File: src/rtl/hi_lo_muldiv_unit_if.sv
// hi_lo_muldiv_unit_if: request/result bundle between control unit (master) and HI/LO mul/div engine (slave)
interface hi_lo_muldiv_unit_if;
  logic        start;
  logic [5:0]  ALU_function;
  logic [31:0] operand_a;
  logic [31:0] operand_b;
  logic        busy;
  logic        done;
  logic [31:0] hi;
  logic [31:0] lo;
  modport master (output start, ALU_function, operand_a, operand_b, input busy, done, hi, lo);
  modport slave (input start, ALU_function, operand_a, operand_b, output busy, done, hi, lo);
endinterface

File: src/rtl/hi_lo_muldiv_unit.sv
// hi_lo_muldiv_unit: iterative MULT/MULTU/DIV/DIVU engine owning HI/LO, plus single-cycle MTHI/MTLO (ports: clk, reset, bus.slave)
module hi_lo_muldiv_unit (
  input logic clk,
  input logic reset,
  hi_lo_muldiv_unit_if.slave bus
);
  typedef enum logic [1:0] {IDLE, RUN, FIX} state_t;
  state_t state, state_nx;
  logic [63:0] acc, mul_step, div_step, prod;
  logic [32:0] trial, sum;
  logic [31:0] opr, abs_a, abs_b, res_hi, res_lo;
  logic [4:0] cnt;
  logic is_div, neg_q, neg_r, div0;
  logic op_md, op_signed, op_div, mthi, mtlo, accept;
  // funct 0110xx: bit1 selects divide, bit0 selects unsigned
  always_comb begin
    op_md = bus.ALU_function[5:2] == 4'b0110;
    op_signed = !bus.ALU_function[0];
    op_div = bus.ALU_function[1];
    mthi = bus.ALU_function == 6'b010001;
    mtlo = bus.ALU_function == 6'b010011;
    accept = state == IDLE && bus.start && op_md;
    abs_a = (op_signed && bus.operand_a[31]) ? -bus.operand_a : bus.operand_a;
    abs_b = (op_signed && bus.operand_b[31]) ? -bus.operand_b : bus.operand_b;
    state_nx = state == IDLE ? (accept ? RUN : IDLE) : state == RUN ? (cnt == 5'd31 ? FIX : RUN) : IDLE;
    // acc = {remainder, dividend/quotient}; a borrow in bit 32 means the divisor did not fit
    trial = acc[63:31] - {1'b0, opr};
    div_step = trial[32] ? {acc[62:0], 1'b0} : {trial[31:0], acc[30:0], 1'b1};
    // acc = {partial product, remaining multiplier bits}, shifted right each step
    sum = {1'b0, acc[63:32]} + (acc[0] ? {1'b0, opr} : 33'd0);
    mul_step = {sum, acc[31:1]};
    prod = neg_q ? -acc : acc;
    // divide by zero naturally leaves remainder = dividend; only the quotient needs forcing
    res_hi = is_div ? (neg_r ? -acc[63:32] : acc[63:32]) : prod[63:32];
    res_lo = is_div ? (div0 ? 32'hFFFF_FFFF : neg_q ? -acc[31:0] : acc[31:0]) : prod[31:0];
    bus.busy = state != IDLE;
  end
  always_ff @(posedge clk)
    if (reset) state <= IDLE;
    else state <= state_nx;
  always_ff @(posedge clk) begin
    if (reset) begin
      cnt <= '0;
      bus.done <= 1'b0;
      bus.hi <= '0;
      bus.lo <= '0;
      acc <= '0;
      opr <= '0;
      is_div <= 1'b0;
      neg_q <= 1'b0;
      neg_r <= 1'b0;
      div0 <= 1'b0;
    end else begin
      bus.done <= state == FIX;
      if (accept) begin
        cnt <= '0;
        acc <= {32'd0, op_div ? abs_a : abs_b};
        opr <= op_div ? abs_b : abs_a;
        is_div <= op_div;
        neg_q <= op_signed && (bus.operand_a[31] ^ bus.operand_b[31]);
        neg_r <= op_signed && op_div && bus.operand_a[31];
        div0 <= op_div && bus.operand_b == 32'd0;
      end
      if (state == IDLE && bus.start && mthi) bus.hi <= bus.operand_a;
      if (state == IDLE && bus.start && mtlo) bus.lo <= bus.operand_a;
      if (state == RUN) begin
        cnt <= cnt + 5'd1;
        acc <= is_div ? div_step : mul_step;
      end
      if (state == FIX) begin
        bus.hi <= res_hi;
        bus.lo <= res_lo;
      end
    end
  end
endmodule

File: src/flat_wrapper.sv
// flat-port wrapper written by rule: the top's interface ports become plain ports
module hi_lo_muldiv_unit_flat 
  (clk, reset, bus_start, bus_ALU_function, bus_operand_a, bus_operand_b, bus_busy, bus_done, bus_hi, bus_lo);
  hi_lo_muldiv_unit_if bus_i ();
  input logic clk;
  input logic reset;
  input wire logic [$bits(bus_i.start)-1:0] bus_start;
  input wire logic [$bits(bus_i.ALU_function)-1:0] bus_ALU_function;
  input wire logic [$bits(bus_i.operand_a)-1:0] bus_operand_a;
  input wire logic [$bits(bus_i.operand_b)-1:0] bus_operand_b;
  output wire logic [$bits(bus_i.busy)-1:0] bus_busy;
  output wire logic [$bits(bus_i.done)-1:0] bus_done;
  output wire logic [$bits(bus_i.hi)-1:0] bus_hi;
  output wire logic [$bits(bus_i.lo)-1:0] bus_lo;
  assign bus_i.start = bus_start;
  assign bus_i.ALU_function = bus_ALU_function;
  assign bus_i.operand_a = bus_operand_a;
  assign bus_i.operand_b = bus_operand_b;
  assign bus_busy = bus_i.busy;
  assign bus_done = bus_i.done;
  assign bus_hi = bus_i.hi;
  assign bus_lo = bus_i.lo;
  hi_lo_muldiv_unit u_core (.clk(clk), .reset(reset), .bus(bus_i));
endmodule
File: config.mk
export PLATFORM = sky130hd
export DESIGN_NAME = hi_lo_muldiv_unit_flat
export DESIGN_NICKNAME = d
export VERILOG_FILES = /design/src/rtl/hi_lo_muldiv_unit_if.sv /design/src/rtl/hi_lo_muldiv_unit.sv /design/src/flat_wrapper.sv
export SDC_FILE = /design/constraint.sdc
export NUM_CORES = 1
export LEC_CHECK = 0
export BUFFER_PORTS_ARGS = -buffer_cell sky130_fd_sc_hd__buf_2
export CORE_UTILIZATION = 35
export DETAILED_ROUTE_END_ITERATION = 8
export PLACE_DENSITY = 0.62
export SYNTH_ARGS = -nofsm -noshare
export SYNTH_HDL_FRONTEND = slang
export SYNTH_SLANG_ARGS = --single-unit
File: constraint.sdc
create_clock -name clk -period 3.4 [get_ports clk]
set_input_delay 0.34 -clock clk [delete_from_list [all_inputs] [get_ports clk]]
set_output_delay 0.34 -clock clk [all_outputs]
set_load 0.005 [all_outputs]
== Word-level counts from Yosys, hierarchy flattened ==
Cells that the tools add are included.
Cells by class
  bitwise operators: 1
  $add $sub $neg: 8
  mux-type cells: 25
  eq/ne operators: 6
  reduce and logical (&&, ||, !) cells: 17
Operators by type and width (count)
  $mux 32: 14
  $mux 64: 5
  $neg 32->32: 4
  $neg 64->64: 1
  $add 32x33->33: 1
  $sub 33x32->33: 1
  $logic_not 32->1: 1
  $eq 6x5->1 const B: 2
  $logic_and 1x1->1: 10
  $mux 5: 2
  $reduce_bool 2->1: 4
  $mux 2: 3
  $add 5x1->5 const B: 1
  $eq 5x5->1 const B: 1
  $eq 4x3->1 const B: 1
  $eq 2x1->1 const B: 1
  $eq 2x2->1 const B: 1
  $logic_not 2->1: 1
  $logic_not 1->1: 1
  $mux 1: 1
  $xor 1x1->1: 1
Word-level totals
  logic and storage cells: 68
  register bits: 172
  output and inout bits: 66
  input port bits: 73

== Logic depth before layout (Yosys ltp) ==
Gate-level depths: netlist (run 1).
  depth after elaboration: 6
  mapped depth: 14
  depth with buffers taken out: 13

== Worst setup path after synthesis (run 1) ==
No wires, ideal clock.
  kind: register to register
  start: register u_core.acc[0]
  end: register u_core.acc[60]
  setup time: 125 ps
  data required time: 3275 ps
  slack: 363 ps
  clock period less this slack: 3037 ps
  cell stages (with the launch flop): 15
  buffers on the path: 2
  arrival time: 2912 ps
  cells stage by stage: dfxtp_1 -> inv_1 -> clkbuf_1 -> nor2_1 -> ha_1 -> clkbuf_1 -> a211o_1 -> a211o_1 -> a221oi_1 -> nand2_1 -> o21ai_1 -> nor2_1 -> o41ai_1 -> a2bb2oi_1 -> o21ai_1
On the way
  longest elaborated chain between the ends: 4
RTL lines
  start: declaration: line hi_lo_muldiv_unit.sv:9  | logic [63:0] acc, mul_step, div_step, prod;
  start signal: assignment: line hi_lo_muldiv_unit.sv:57  | acc <= {32'd0, op_div ? abs_a : abs_b};
  start signal: assignment: line hi_lo_muldiv_unit.sv:68  | acc <= is_div ? div_step : mul_step;
  $mux 32: line hi_lo_muldiv_unit.sv:30  | sum = {1'b0, acc[63:32]} + (acc[0] ? {1'b0, opr} : 33'd0);
  $add 32x33->33: line hi_lo_muldiv_unit.sv:30
  $mux 64: line hi_lo_muldiv_unit.sv:68
  $mux 64: line hi_lo_muldiv_unit.sv:66  | if (state == RUN) begin
Every way passes these cells.
A chain may end at the register's enable or synchronous reset.

== Final worst setup path (run 1) ==
  start: register u_core.opr[21]
  end: register u_core.acc[0]
On the way
  longest elaborated chain between the ends: 4
RTL lines
  start: declaration: line hi_lo_muldiv_unit.sv:11  | logic [31:0] opr, abs_a, abs_b, res_hi, res_lo;
  start signal: assignment: line hi_lo_muldiv_unit.sv:58  | opr <= op_div ? abs_b : abs_a;
  $sub 33x32->33: line hi_lo_muldiv_unit.sv:27  | trial = acc[63:31] - {1'b0, opr};
  $mux 64: line hi_lo_muldiv_unit.sv:28  | div_step = trial[32] ? {acc[62:0], 1'b0} : {trial[31:0], acc[30:0], 1'b1};
  $mux 64: line hi_lo_muldiv_unit.sv:68
  $mux 64: line hi_lo_muldiv_unit.sv:66
Every way passes these cells.

==> flow_summary.yaml, run 1 <==
outcome:
  status: "completed"
power:
  power_switching_mw: 1.855
  peakVddDrop_mv: 0.3503
  swShare_pct: 34.81
  p_clk_share_pct: 38.4
  p_leak_nw: 7.026
  p_int_mw: 3.475
  pwr_density_cell_mw_per_mm2: 306.9
  seq_power_share_pct: 38.8
  combPwrFrac_pct: 22.9
floorplan:
  dieHeight_um: 208.9
  die-area_mm2: 0.04363
  die_w_um: 208.9
  start_util_pct: 35.63
  fp.coreArea_mm2: 0.04204
  pin_count: 139
  fp-row-count: 75
cells_and_area:
  num-nets-final: 2247
  finalNonFillerCells: 2654
  n_fill_cell: 4313
  multi_input_area_mm2: 0.01081
  utilization_pct: 41.31
  seqCellArea_mm2: 0.003445
  antenna_cells: 0
  areaGrowthSynthToFinish_pct: 15.95
  drive_gt1_share_pct: 17.16
  design_area_mm2: 0.01737
place:
  io_buffers: 138
  placed_cells: 2622
  gp_congestion: 0.9481
  placed_area_mm2: 0.01669
  dp_hpwl_um: 45650
  dp_slack_ps: 24.72
cts:
  numCtsBuffers: 17
  htree_levels: 4
  clockBufferDepth: 2
  cts_tree: "done"
  clk_latency_ps: 460
  clkSlewWorstSetupHoldPaths_ps: 80
  numClockSinks: 172
  cts_root_buf: "clkbuf_16"
  post_cts_resize_count: 0
  cts_hold_buf: 0
  cts_setup_buffers: 0
synthesis:
  async_flop_share_pct: 0
  yosysMostFrequentCell: "nor2_1"
  yosys-top-cells-area: "dfxtp_1 (23%), mux2i_1 (6.6%), a21oi_1 (6.4%)"
  ys_seq_area_share_pct: 22.99
  synth_edf_count: 0
  synth_warnings: 0
  synth_fp_nets: 2112
  synth_flop_cell: "dfxtp_1"
  syn_inst: 1967
  yosys.area.top_type: "dfxtp_1"
  synth_top_area_share_pct: 22.99
  syn_avg_cell_area_um2: 7.615
  ys_ff_latch: 172
  synthTopCellsByCount: "nor2_1 (200), a21oi_1 (192), dfxtp_1 (172)"
  ys_types: 97
  syn_area_mm2: 0.01498
critical_path:
  critical_path_peak_fanout: 9
  critPathKind: "reg2reg"
  cp.arrival_ps: 3540
  crit_required_ps: 3720
  r2r_setup_slack_ps: 190
  setup.worst_path.end_class: "register"
  critPathLaunchType: "register"
timing:
  max_freq_mhz: 311.1
  setup_viol: 0
  worst_pin_slew_ps: 1015
  fin_ws_ps: 185.2
  rsz0062_at_grt: "yes"
  slew_viol_final: 0
  fin_crit_sh_pct: 94.55
  hold_viol_final: 0
  skew_ps: 14.60
  max_slew_margin_pct: 32.34
  fin_crit_ps: 3215
detailed_routing:
  viasPerCell: 6.006
  drt_iter0_drc: 1644
  wl_per_cell_um: 21.97
  wl_um: 58310
  drtPass1Iterations: 5
  vias: 15940
  post-route-drc-count: 0
  ant_nets: 0
grt:
  grt_overflow: 0
  grt_usage_pct: 26.13
  grt_first_pass_wirelength_um: 88090
  first_global_vias: 14600
  antenna_found_initial: 0
  grt_max_degree: 89
flow_run:
  drv_cap: 0
min_path:
  hp-class: "in2reg"
==> power groups by stage <==
stage / combinational (mW) / clock (mW) / sequential (mW)
3_5_place_dp: 1.18 / 0 / 2.11
3_3_place_gp: 1.17 / 0 / 2.11
6_report: 1.22 / 2.04 / 2.07
4_1_cts: 1.18 / 2.06 / 2.07
2_1_floorplan: 0.722 / 0 / 2.10
5_1_grt: 1.30 / 2.15 / 2.07
==> per-layer routing <==
layer / part of all wire [%] / GRT usage [%] / vias to the layer above
met5: 0 / 0 / -
met4: 4.3 / 11.08 / 0
met3: 7.3 / 4.479 / 117
met2: 46 / 42.69 / 739
li1: - / - / 7530
met1: 43 / 33.82 / 7554
==> logic make-up (layout without fill, tap and decap cells) <==
kind of cell	count (synthesis)	in the layout	synth area share (%)
fa+ha+maj	72	72	6.114
buf+inv	204	352	5.663
simple gates	591	591	19.99
flops	172	172	22.99
xor+xnor	158	158	9.238
mux	102	102	6.841
compound gates	668	668	29.17
==> per-stage QoR <==
| stage | hold slack [ps] | setup TNS [ps] | total power, mW |
|---|---|---|---|
| global placement | 442.6 | 0 | 3.284 |
| detailed placement | 443.2 | 0 | 3.290 |
| floorplan | 431.9 | 0 | 2.824 |
| finish | 263.0 | 0 | 5.330 |
| global route | 270.4 | -5.940 | 5.517 |
| CTS | 251.1 | 0 | 5.311 |
==> layout by cell type (no fill, tap or decap), types with 30 or more instances in the layout <==
| cell | synthesis | routed |
|---|---|---|
| nor3_1 | 35 | 35 |
| xnor2_1 | 75 | 75 |
| buf_2 | 17 | 137 |
| nor2_1 | 200 | 199 |
| dfxtp_1 | 172 | 171 |
| mux2i_1 | 99 | 99 |
| ha_1 | 70 | 69 |
| a21oi_1 | 192 | 189 |
| xor2_1 | 83 | 83 |
| inv_1 | 66 | 66 |
| o211ai_1 | 39 | 39 |
| o31ai_1 | 31 | 30 |
| nand2_1 | 151 | 149 |
| o21ai_0 | 102 | 101 |
| a211oi_1 | 75 | 75 |
| buf_4 | 0 | 113 |
==> critical path: stages (launching register included) <==
cell and delay, ps:
dfxtp_1 320, inv_1 90, ha_2 420, nand2_1 190
nor4_2 310, buf_4 170, nand3_1 90, a21oi_2 200
o211a_2 270, nor3_1 80, buf_4 190, nor3_1 160
buf_4 180, a21oi_1 40, a211oi_1 370
==> layout make-up <==
class | instances | area share (%)
timing repair buffer | 253 | 9.178
sequential | 172 | 19.83
inverter | 67 | 1.448
tap | 539 | 3.883
clock inverter | 15 | 0.9798
clock buffer | 17 | 2.449
multi-input combinational | 1591 | 62.23
==> path summary, 6_finish.rpt <==
path | from | end | cells past startpoint
max | u_core.opr[21] | u_core.acc[0] | 14
min | bus_operand_b[30] | u_core.div0 | 4
max reg2reg | u_core.opr[21] | u_core.acc[0] | 14
min reg2reg | u_core.opr[8] | u_core.opr[8] | 2
==> flip-flops by register name, summed over array words and instances (netlist names) <==
signal / flops
u_core.is_div: 1
u_core.opr: 32
u_core.neg_r: 1
u_core.div0: 1
u_core.bus.lo: 32
u_core.cnt: 5
u_core.bus.hi: 32
u_core.bus.done: 1
u_core.acc: 64
u_core.neg_q: 1
u_core.state: 2
Power figures use the tool's default switching activity.
==> inputs of run 2 (changes only) <==
Settings changed: PLACE_DENSITY 0.62 to 0.61.
==> flow_summary.yaml, run 2 (same netlist as run 1, synthesis figures left out) <==
floorplan:
  fp-row-count: 75
  fp.coreArea_mm2: 0.04204
  start_util_pct: 35.63
  die_w_um: 208.9
  die-area_mm2: 0.04363
  pin_count: 139
  dieHeight_um: 208.9
power:
  p_clk_share_pct: 38.0
  seq_power_share_pct: 38.9
  peakVddDrop_mv: 0.3498
  swShare_pct: 34.61
  combPwrFrac_pct: 23.0
  finalPower_mw: 5.293
  p_leak_nw: 7.136
  p_int_mw: 3.461
  power_switching_mw: 1.832
  pwr_density_cell_mw_per_mm2: 302.4
cells_and_area:
  drive_gt1_share_pct: 17.78
  areaGrowthSynthToFinish_pct: 16.85
  mostFrequentLayoutCell: "nor2_1"
  finalNonFillerCells: 2676
  num-nets-final: 2269
  utilization_pct: 41.63
  layout_common_cells: "nor2_1 (199), a21oi_1 (191), dfxtp_1 (170), nand2_1 (149), buf_2 (137)"
  design_area_mm2: 0.01750
  antenna_cells: 0
  top_register: "u_core.acc"
  largest_reg_flops: 64
place:
  placed_area_mm2: 0.01687
  dp_hpwl_um: 47680
  gp_congestion: 0.9757
  dp_slack_ps: -7.190
  placed_cells: 2643
  io_buffers: 138
cts:
  numClockSinks: 172
  cts_root_buf: "clkbuf_16"
  clkSlewWorstSetupHoldPaths_ps: 80
  htree_levels: 4
  cts_tree: "done"
  clockBufferDepth: 2
  clk_latency_ps: 460
  numCtsBuffers: 17
flow_run:
  drv_cap: 0
critical_path:
  reg2reg_depth: 13
  cp.arrival_ps: 3670
  crit_required_ps: 3800
  setup.worst_path.end_class: "register"
  critPathLaunchType: "register"
  critical_path_peak_fanout: 4
  critPathKind: "reg2reg"
min_path:
  hp-class: "in2reg"
  hold_path_depth: 4
detailed_routing:
  wl_um: 61000
  drt_iter0_drc: 1607
  drtPass1Iterations: 5
  ant_nets: 0
  viasPerCell: 6.041
  post-route-drc-count: 0
  vias: 16170
  wl_per_cell_um: 22.79
grt:
  grt_usage_pct: 27.21
  antenna_found_initial: 0
  grt_overflow: 0
  first_global_vias: 14930
  grt_max_degree: 77
  grt_first_pass_wirelength_um: 91460
outcome:
  status: "completed"
timing:
  skew_ps: 17.08
  worst_pin_slew_ps: 1302
  max_freq_mhz: 306.1
  fin_ws_ps: 132.8
  slew_viol_final: 0
  fin_crit_sh_pct: 96.09
  fin_crit_ps: 3267
  max_slew_margin_pct: 13.22
  hold_viol_final: 0
  setup_viol: 0
## run 2: worst paths after layout
path                                   startpoint  slack [ps]              to
worst max register to register      u_core.acc[0]         130  u_core.acc[63]
worst min-delay path            bus_operand_b[30]         270     u_core.div0
worst min register to register     u_core.opr[15]         460  u_core.opr[15]
worst max-delay path                u_core.acc[0]         130  u_core.acc[63]
## run 2: per-stage QoR
step	hold WS, ps	setup TNS [ps]
floorplan	431.9	0
global placement	445.8	0
detailed placement	448.1	-7.190
CTS	266.9	0
global route	307.3	-96.46
finish	273.7	0
## run 2: cell type report
class | instances | area [um2]
Fill cell | 4319 | 24540
Tap cell | 539 | 674.4
Timing Repair Buffer | 275 | 1784
Inverter | 67 | 251.5
Multi-Input combinational cell | 1591 | 10770
Sequential cell | 172 | 3446
Clock buffer | 18 | 429.2
Clock inverter | 14 | 150.1
## run 2: worst max-delay path: stages, from the launching register on
cell and delay, ps:
dfxtp_2 370, and2_1 150, ha_1 190, inv_1 60, fa_1 400, nor2b_1 190, o31a_1 200, o21ai_0 190
o211ai_1 300, a211oi_2 170, o31ai_2 270, a31oi_1 160, a2111oi_2 390, a32o_1 170
## run 2: what timing repair did
action,CTS,global route
pin swaps,0,3
resized for setup,1,11
hold buffers,0,0
setup endpoints to repair,1,15
buffers inserted,0,1
## run 2: power by group through the flow
| stage | logic, mW | clock network, mW | registers [mW] |
|---|---|---|---|
| floorplan | 0.722 | 0 | 2.10 |
| global placement | 1.18 | 0 | 2.11 |
| CTS | 1.19 | 2.03 | 2.06 |
| finish | 1.22 | 2.01 | 2.06 |
| detailed placement | 1.18 | 0 | 2.11 |
| global route | 1.30 | 2.11 | 2.06 |
## run 2: layer usage
layer	share of wire, %	global-route usage [%]	vias to the layer above
met5	0	0	-
met4	4.6	12.35	0
met3	6.6	3.066	104
met2	46	44.67	685
met1	43	35.73	7815
li1	-	-	7563
